[src/rtl/det3x3_seq.sv]
// det3x3_seq: handshaked 3x3 / 2x2 integer determinant engine.
// Cofactor expansion along row 0 using one shared multiplier; the six 2x2
// minor products are computed first, then combined with the row-0 elements.
module det3x3_seq #(
    parameter int W      = 5,
    parameter int SIGNED = 0
) (
    input  logic                  clk,
    input  logic                  reset,
    input  logic                  in_valid,
    output logic                  in_ready,
    input  logic                  in_mode2,
    input  logic [9*W-1:0]        matrix_in,
    output logic                  out_valid,
    input  logic                  out_ready,
    output logic signed [3*W+2:0] determinant
);

    localparam int DW = 3*W + 3;

    typedef enum logic [1:0] {
        IDLE = 2'd0,
        MUL  = 2'd1,
        DONE = 2'd2
    } state_t;

    state_t state_r, next_state_s;

    logic [9*W-1:0]        mat_r;
    logic                  mode2_r;
    logic [3:0]            k_r;
    logic signed [DW-1:0]  p0_r, p1_r, p2_r, p3_r, p4_r, p5_r;
    logic signed [DW-1:0]  acc_r, acc_next_s;
    logic signed [DW-1:0]  determinant_r;
    logic                  in_ready_r, out_valid_r;
    logic signed [DW-1:0]  e_s [0:8];
    logic signed [DW-1:0]  mul_a_s, mul_b_s, prod_s;
    logic                  last_s, accept_s;

    // Zero- or sign-extend one element to the full determinant width.
    function automatic logic signed [DW-1:0] ext(input logic [W-1:0] e);
        if (SIGNED != 0) begin
            ext = {{(DW-W){e[W-1]}}, e};
        end else begin
            ext = {{(DW-W){1'b0}}, e};
        end
    endfunction

    assign in_ready    = in_ready_r;
    assign out_valid   = out_valid_r;
    assign determinant = determinant_r;
    assign accept_s    = (state_r == IDLE) && in_valid && in_ready_r;
    assign last_s      = mode2_r ? (k_r == 4'd1) : (k_r == 4'd8);
    assign prod_s      = mul_a_s * mul_b_s;

    // Unpack the latched matrix into extended elements, row-major index 3r+c.
    always_comb begin
        for (int i = 0; i < 9; i++) begin
            e_s[i] = ext(mat_r[(8-i)*W +: W]);
        end
    end

    // Select the multiplier operands for the current schedule step.
    always_comb begin
        mul_a_s = {DW{1'b0}};
        mul_b_s = {DW{1'b0}};
        if (mode2_r) begin
            case (k_r)
                4'd0:    begin mul_a_s = e_s[0]; mul_b_s = e_s[4]; end
                4'd1:    begin mul_a_s = e_s[3]; mul_b_s = e_s[1]; end
                default: begin mul_a_s = {DW{1'b0}}; mul_b_s = {DW{1'b0}}; end
            endcase
        end else begin
            case (k_r)
                4'd0:    begin mul_a_s = e_s[4]; mul_b_s = e_s[8]; end
                4'd1:    begin mul_a_s = e_s[7]; mul_b_s = e_s[5]; end
                4'd2:    begin mul_a_s = e_s[3]; mul_b_s = e_s[8]; end
                4'd3:    begin mul_a_s = e_s[6]; mul_b_s = e_s[5]; end
                4'd4:    begin mul_a_s = e_s[3]; mul_b_s = e_s[7]; end
                4'd5:    begin mul_a_s = e_s[6]; mul_b_s = e_s[4]; end
                4'd6:    begin mul_a_s = e_s[0]; mul_b_s = p0_r - p1_r; end
                4'd7:    begin mul_a_s = e_s[1]; mul_b_s = p2_r - p3_r; end
                4'd8:    begin mul_a_s = e_s[2]; mul_b_s = p4_r - p5_r; end
                default: begin mul_a_s = {DW{1'b0}}; mul_b_s = {DW{1'b0}}; end
            endcase
        end
    end

    // Accumulator update: signed cofactor terms (3x3) or the final 2x2 difference.
    always_comb begin
        acc_next_s = acc_r;
        if (mode2_r) begin
            if (k_r == 4'd1) begin
                acc_next_s = p0_r - prod_s;
            end else begin
                acc_next_s = acc_r;
            end
        end else begin
            case (k_r)
                4'd6:    acc_next_s = acc_r + prod_s;
                4'd7:    acc_next_s = acc_r - prod_s;
                4'd8:    acc_next_s = acc_r + prod_s;
                default: acc_next_s = acc_r;
            endcase
        end
    end

    // FSM state register.
    always_ff @(posedge clk or posedge reset) begin
        if (reset) begin
            state_r <= IDLE;
        end else begin
            state_r <= next_state_s;
        end
    end

    // FSM next-state logic; DONE always returns to IDLE, never straight to MUL.
    always_comb begin
        next_state_s = state_r;
        case (state_r)
            IDLE: begin
                if (accept_s) next_state_s = MUL;
                else          next_state_s = IDLE;
            end
            MUL: begin
                if (last_s) next_state_s = DONE;
                else        next_state_s = MUL;
            end
            DONE: begin
                if (out_ready) next_state_s = IDLE;
                else           next_state_s = DONE;
            end
            default: next_state_s = IDLE;
        endcase
    end

    // Datapath registers and registered handshake outputs.
    always_ff @(posedge clk or posedge reset) begin
        if (reset) begin
            mat_r         <= {(9*W){1'b0}};
            mode2_r       <= 1'b0;
            k_r           <= 4'd0;
            p0_r          <= {DW{1'b0}};
            p1_r          <= {DW{1'b0}};
            p2_r          <= {DW{1'b0}};
            p3_r          <= {DW{1'b0}};
            p4_r          <= {DW{1'b0}};
            p5_r          <= {DW{1'b0}};
            acc_r         <= {DW{1'b0}};
            determinant_r <= {DW{1'b0}};
            in_ready_r    <= 1'b0;
            out_valid_r   <= 1'b0;
        end else begin
            in_ready_r  <= (next_state_s == IDLE);
            out_valid_r <= (next_state_s == DONE);
            if (accept_s) begin
                mat_r   <= matrix_in;
                mode2_r <= in_mode2;
                k_r     <= 4'd0;
                acc_r   <= {DW{1'b0}};
            end else if (state_r == MUL) begin
                k_r   <= k_r + 4'd1;
                acc_r <= acc_next_s;
                if (last_s) begin
                    determinant_r <= acc_next_s;
                end
                if (mode2_r) begin
                    if (k_r == 4'd0) p0_r <= prod_s;
                end else begin
                    case (k_r)
                        4'd0:    p0_r <= prod_s;
                        4'd1:    p1_r <= prod_s;
                        4'd2:    p2_r <= prod_s;
                        4'd3:    p3_r <= prod_s;
                        4'd4:    p4_r <= prod_s;
                        4'd5:    p5_r <= prod_s;
                        default: p0_r <= p0_r;
                    endcase
                end
            end
        end
    end

endmodule
[config.mk]
export PLATFORM = sky130hd
export DESIGN_NAME = det3x3_seq
export DESIGN_NICKNAME = d
export VERILOG_FILES = /design/src/rtl/det3x3_seq.sv
export SDC_FILE = /design/constraint.sdc
export NUM_CORES = 1
export LEC_CHECK = 0
export CAP_MARGIN = 20
export CORE_ASPECT_RATIO = 0.9
export CORE_MARGIN = 2
export CORE_UTILIZATION = 55
export DETAILED_ROUTE_END_ITERATION = 6
export PLACE_DENSITY = 0.7
export SLEW_MARGIN = 20
export SYNTH_ARGS = -nofsm -noshare
export SYNTH_HDL_FRONTEND = slang
export SYNTH_SLANG_ARGS = --single-unit
[constraint.sdc]
create_clock -name clk -period 9.5 [get_ports clk]
set_clock_uncertainty 0.15 [all_clocks]
set_input_delay 1.9 -clock clk [delete_from_list [all_inputs] [get_ports clk]]
set_output_delay 1.9 -clock clk [all_outputs]
set_load 0.02 [all_outputs]
# --- Word level (Yosys, flattened, before mapping) ---
# Index checks and enable logic that the tools add are counted.
word_totals:
  reg_bits: 198
  out_inout_bits: 20
  word_cells: 71
classes:
  n_mux: 18
  eq_ne: 11
  bitwise: 2
  n_addsub: 7
  n_reduce_logical: 18
  multipliers: 1
op_table:
  columns: ["cell", "count"]
  rows:
  - ["$pmux 18 s7", 1]
  - ["$mux 18", 6]
  - ["$sub 18x18->18", 5]
  - ["$pmux 18 s2", 1]
  - ["$pmux 5 s7", 1]
  - ["$pmux 5 s2", 2]
  - ["$reduce_and 4->1", 5]
  - ["$add 18x18->18", 1]
  - ["$mul 18x18->18", 1]
  - ["$eq 4x3->1 const B", 4]
  - ["$reduce_or 2->1", 5]
  - ["$eq 4x2->1 const B", 2]
  - ["$mux 4", 2]
  - ["$pmux 2 s3", 1]
  - ["$reduce_and 3->1", 2]
  - ["$add 4x1->4 const B", 1]
  - ["$eq 2x2->1 const B", 2]
  - ["$eq 4x1->1 const B", 1]
  - ["$eq 4x4->1 const B", 1]
  - ["$logic_not 2->1", 2]
  - ["$logic_not 4->1", 1]
  - ["$mux 2", 2]
  - ["$eq 2x1->1 const B", 1]
  - ["$logic_and 1x1->1", 2]
  - ["3 further kinds", 5]

# --- Logic depth before layout (Yosys ltp) ---
logic_depth:
  word_depth: 10
  ltp_mapped: 43
  mapped_depth_nobuf: 41

# --- Worst setup path after synthesis ---
# Ideal clock, no wire load.
synth_timing:
  path_type: "flip-flop to flip-flop"
  start: "register k_r[0]"
  end: "register acc_r[17]"
  stages_incl_launch_ff: 40
  required_ps: 9217
  path_buffers: 3
  setup_slack_ps: 743
  t_arrival_ps: 8474
  path_cell_list: "dfrtp_1 > inv_1 > ha_1 > buf_2 > nor4_1 > o22ai_1 > nand2_1 > clkbuf_1 > a31oi_1 > a221oi_1 > clkbuf_1 > nor2_1 > ha_1 > fa_1 > ha_1 > ha_1 > ha_1 > inv_1 > [4 not listed] > a21o_1 > a21oi_1 > xor2_1 > a21boi_0 > a31oi_1 > xnor2_1 > ha_1 > a21oi_1 > o21ai_0 > a21oi_1 > nor2b_1 > o41ai_1 > o21ai_0 > xnor2_1 > xnor2_1 > o21a_1 > nor3_2 > o31ai_1"
synth_via:
  elab_chain_cells: 10
  word_cells_on_any_way: 29
  cone_classes: "add/sub: 3; mul: 1; eq/ne: 8; mux: 11; reduce/logical: 6"
synth_lines:
  columns: ["element", "line_no", "source"]
  rows:
  - ["from (decl)", "31", "logic [3:0] k_r;"]
  - ["from (signal assigned)", "162", "k_r <= k_r + 4'd1;"]
  - ["$eq 4x3->1 (tied with other cells)", "74", "case (k_r)"]
  - ["$reduce_or 2->1 (no source line)", null, null]
  - ["$pmux 5 s7 or $pmux 18 s7 (tied branches)", "74", null]
  - ["$mux 18", "67", "if (mode2_r) begin"]
  - ["$mul 18x18->18", "54", "assign prod_s = mul_a_s * mul_b_s;"]
  - ["$add 18x18->18 (tied with other cells)", "100, 102", null]
  - ["$pmux 18 s2 or $mux 18 (tied branches)", "99, 93", null]
  - ["$mux 18 *", "92", "if (mode2_r) begin"]
  - ["$mux 18 *", "161", "end else if (state_r == MUL) begin"]
  - ["$mux 18 *", "156", "if (accept_s) begin"]
  - ["to (signal assigned)", "149", "acc_r <= {DW{1'b0}};"]
  - ["to (signal assigned)", "160", "acc_r <= {DW{1'b0}};"]
  - ["to (signal assigned)", "163", "acc_r <= acc_next_s;"]
  - ["to (decl)", "33", "logic signed [DW-1:0] acc_r, acc_next_s;"]
# Mark *: on every way between the ends. The rest lies on a longest branch, timed or not. The select of a mux whose other input is x is not followed.
# A chain may end at the register's enable or synchronous reset.

# --- Worst setup path after layout ---
layout_timing:
  start: "register p4_r[0]"
  end: "register determinant_r[17], in the netlist determinant[17]"
layout_via:
  elab_chain_cells: 7
  word_cells_on_any_way: 10
  cone_classes: "add/sub: 4; mul: 1; mux: 5"
layout_lines:
  columns: ["element", "line_no", "source"]
  rows:
  - ["from (decl)", "32", "logic signed [DW-1:0] p0_r, p1_r, p2_r, p3_r, p4_r, p5_r;"]
  - ["from (signal assigned)", "147", "p4_r <= {DW{1'b0}};"]
  - ["from (signal assigned)", "175", "4'd4: p4_r <= prod_s;"]
  - ["$sub 18x18->18 *", "83", "4'd8: begin mul_a_s = e_s[2]; mul_b_s = p4_r - p5_r; end"]
  - ["$pmux 18 s7 *", "74", null]
  - ["$mux 18 *", "67", null]
  - ["$mul 18x18->18 *", "54", null]
  - ["$add 18x18->18 (tied with other cells)", "100, 102", null]
  - ["$pmux 18 s2 or $mux 18 (tied branches)", "99, 93", null]
  - ["$mux 18 *", "92", null]
  - ["to (signal assigned)", "150", "determinant_r <= {DW{1'b0}};"]
  - ["to (signal assigned)", "165", "determinant_r <= acc_next_s;"]
  - ["to (decl)", "34", "logic signed [DW-1:0] determinant_r;"]
# Mark *: on every way between the ends. The rest lies on a longest branch, timed or not.

==> metrics.csv <==
stage,metric,value,unit
status,outcome,"finished, violations left",
status,violations,DRC,
grt,antenna_found_initial,0,
yosys,synth_top_family_by_area,compound AO/OA/AOI/OAI gates,
grt,grt_pass1_vias,13600,
yosys,seq_area_frac_synth,31.0,%
cts,h-tree-depth,4,
place,place_area,17300,sq um
floorplan,fp.coreArea,28800,sq um
floorplan,fp.dieW,184,um
cts,worstSkewPairLatency,0.45,ns
final_layout,final_common_cell,nand2_1,
final_layout,n_antenna_cell,0,
grt,use_met1,44.1,%
yosys,synthMuxAreaShare,0.446,%
grt,grt_pass1_wl,73.2,mm
floorplan,initial_core_util,55.6,%
timing,fin_crit_sh,96.1,%
worst_setup_path,path_common_cell,ha_1,
detailed_routing,drc,18,
cts,tritoncts,yes,
floorplan,boundaryPins,70,
yosys,async_flop_share,100,%
final_layout,fillers,2547,
cts,clk_pin_slew,0.09,ns
yosys,synth_seq_cells,198,
detailed_routing,ant_nets,0,
final_layout,multiInputGateArea,10200,sq um
timing,maxSlewHeadroom,24.2,%
timing,fin_crit,9.13,ns
cts,cts_sinks,198,
hold_path,hold_start,mat_r[16]$_DFFE_PP0P_,
worst_setup_path,max_stage_delay,0.57,ns
yosys,synth_area,16000,sq um
worst_setup_path,cp_data_arrival_time,9.29,ns
cts,cts-buffers-inserted,17,
cts,clockBufferDepth,2,
timing,setup_viol,0,
worst_setup_path,start_kind,register,
place,place_congestion,0.944,
yosys,synth_nets,2179,
detailed_routing,detailedRoute.firstPassIterationCount,7,
detailed_routing,drtIter0Drc,1329,
yosys,synth-compound-area-share,19.9,%
timing,finalHoldViolCount,0,
flow_run,drv_cap,0,
hold_path,hold_class,reg -> reg,
detailed_routing,num_vias,14200,
detailed_routing,drt_wl_total,46.1,mm
floorplan,die_h,166,um
yosys,synth-xor-area-share,5.43,%
yosys,synth_cells,1920,
grt,grt_max_degree,111,
cts,cts_hold_buf,0,
yosys,synth_edf_count,0,
place,hpwl,35.2,mm
yosys,avgSynthCellArea,8.33,sq um
yosys,ys_types,82,
yosys,synthAdderAreaFrac,18.5,%
grt,met2_usage,46.5,%
grt,top_usage_layer,met2,
final_layout,area_growth_syn_to_layout,12.6,%
final_layout,drive_gt1_share,8.25,%
timing,slew_violations,0,
final_layout,layout_common_cells,"nand2_1, dfrtp_1, o21ai_0, ha_1, inv_1",
detailed_routing,via_per_inst,6.00,
floorplan,row_count,59,
timing,tightest_slew,1.13,ns
worst_setup_path,worstPathRequired,9.66,ns
worst_setup_path,path_class,reg -> reg,
worst_setup_path,critPathLaunch,p4_r[0]$_DFFE_PP0P_,
final_layout,final_cell_area,18000,sq um
timing,max_freq,110,MHz
worst_setup_path,worstSetupEndpointType,register,
grt,grt_use_met3,5.13,%
worst_setup_path,crit_fanout,4,
worst_setup_path,path_buf_inv,8,
grt,grt_overflow_total,0,
yosys,yosys_warnings,0,
grt,grtUsageTotal,30.8,%
final_layout,seqCellArea,4950,sq um
place,port_buffers,69,
yosys,synthFlopType,dfrtp_1,
detailed_routing,wl_per_cell,19.5,um
worst_setup_path,critical-path-top-delay-family,adder cells,
cts,root_buffer,clkbuf_16,
worst_setup_path,slowest_stage,or4_1,
floorplan,dieArea,30500,sq um
worst_setup_path,r2r_start,p4_r[0]$_DFFE_PP0P_,
final_layout,fin_nets,2245,
yosys,yosys.area_share.simple,18.5,%
==> kinds of logic (layout without fill, tap and decap cells) <==
| family | after synthesis | after routing |
|---|---|---|
| AND/OR/NAND/NOR | 661 | 661 |
| AO/OA/AOI/OAI | 499 | 499 |
| buffers and inverters | 249 | 328 |
| adder cells (fa/ha/maj) | 210 | 210 |
| flip-flops | 198 | 198 |
| XOR/XNOR | 96 | 96 |
| multiplexers | 7 | 7 |
==> state kept, by name, indices dropped and copies added, names as in the netlist, 2 cells and up <==
name / count
acc_r: 18
determinant: 18
k_r: 4
mat_r: 45
p0_r: 18
p1_r: 18
p2_r: 18
p3_r: 18
p4_r: 18
p5_r: 18
state_r: 2
==> layer usage <==
layer / vias to the layer above / wire, um
li1: 6763 / -
met1: 6813 / 21100
met2: 530 / 20200
met3: 93 / 3120
met4: 0 / 1750
met5: - / 0
==> cell usage after synthesis, types with 9 or more instances <==
master / number / area share [%]
a21oi_1: 75 / 2.3
ha_1: 164 / 13
nor2_1: 118 / 2.8
nand3_1: 34 / 1.1
clkbuf_1: 66 / 1.5
inv_1: 159 / 3.7
nand2_1: 340 / 8.0
o21ai_0: 199 / 6.2
a21o_1: 34 / 1.6
nor2b_1: 16 / 0.63
o21a_1: 24 / 1.1
xnor2_1: 63 / 3.4
or3_1: 11 / 0.43
o31ai_1: 16 / 0.75
a221oi_1: 15 / 0.82
a22oi_1: 10 / 0.47
xor2_1: 31 / 1.7
or2_2: 27 / 1.1
nand2b_1: 15 / 0.59
a31oi_1: 21 / 0.82
buf_2: 11 / 0.34
a211oi_1: 9 / 0.42
nor3_1: 35 / 1.1
a211o_1: 9 / 0.49
and3_1: 20 / 0.78
dfrtp_1: 198 / 31
fa_1: 45 / 5.6
==> area by class of cell <==
| class | count | share of cell area (%) |
|---|---|---|
| clock inverters | 14 | 0.972 |
| well taps | 366 | 2.54 |
| clock buffers | 18 | 2.44 |
| multi-input cells | 1473 | 56.5 |
| inverters | 164 | 3.46 |
| flip-flops and latches | 198 | 27.5 |
| repair buffers | 132 | 6.62 |
==> timing repair <==
item	CTS	global route
pin swaps	0	8
gates cloned	0	0
setup buffers	0	3
setup endpoints to repair	2	7
resized for setup	1	27
==> path summary, 6_finish.rpt <==
check | end | slack [ns] | depth (start not counted)
setup / recovery | determinant[17]$_DFFE_PP0P_ | 0.37 | 42
hold / removal | mat_r[16]$_DFFE_PP0P_ | 0.33 | 2
setup reg to reg | determinant[17]$_DFFE_PP0P_ | 0.37 | 42
hold reg to reg | mat_r[16]$_DFFE_PP0P_ | 0.33 | 2
max in group asynchronous | p1_r[17]$_DFFE_PP0P_ | 5.59 | 4
min in group asynchronous | determinant[16]$_DFFE_PP0P_ | 1.83 | 2
==> stage by stage <==
| step | worst slack, ns | TNS (ns) | utilization [%] | cells | hold slack (ns) |
|---|---|---|---|---|---|
| after floorplan | 0.743 | 0 | - | 1920 | 0.287 |
| after detailed placement | -0.0229 | -0.0277 | 60.0 | 2330 | 0.314 |
| after global placement | 0.273 | 0 | 60.0 | 2330 | 0.309 |
| final | 0.368 | 0 | 62.6 | 2365 | 0.331 |
| after CTS | 0.0838 | 0 | 62.1 | 2362 | 0.336 |
| after global routing | -0.0987 | -0.165 | 62.6 | 2365 | 0.358 |
==> worst min-delay path, cell delays in order, from the launching register on <==
cell     delay (ns)
dfrtp_1        0.35
nand2_1        0.05
nand2_1        0.05
Power is left out: the tool's default activity adds up to more than one toggle a clock period on the data nets, which glitch-free logic cannot reach.
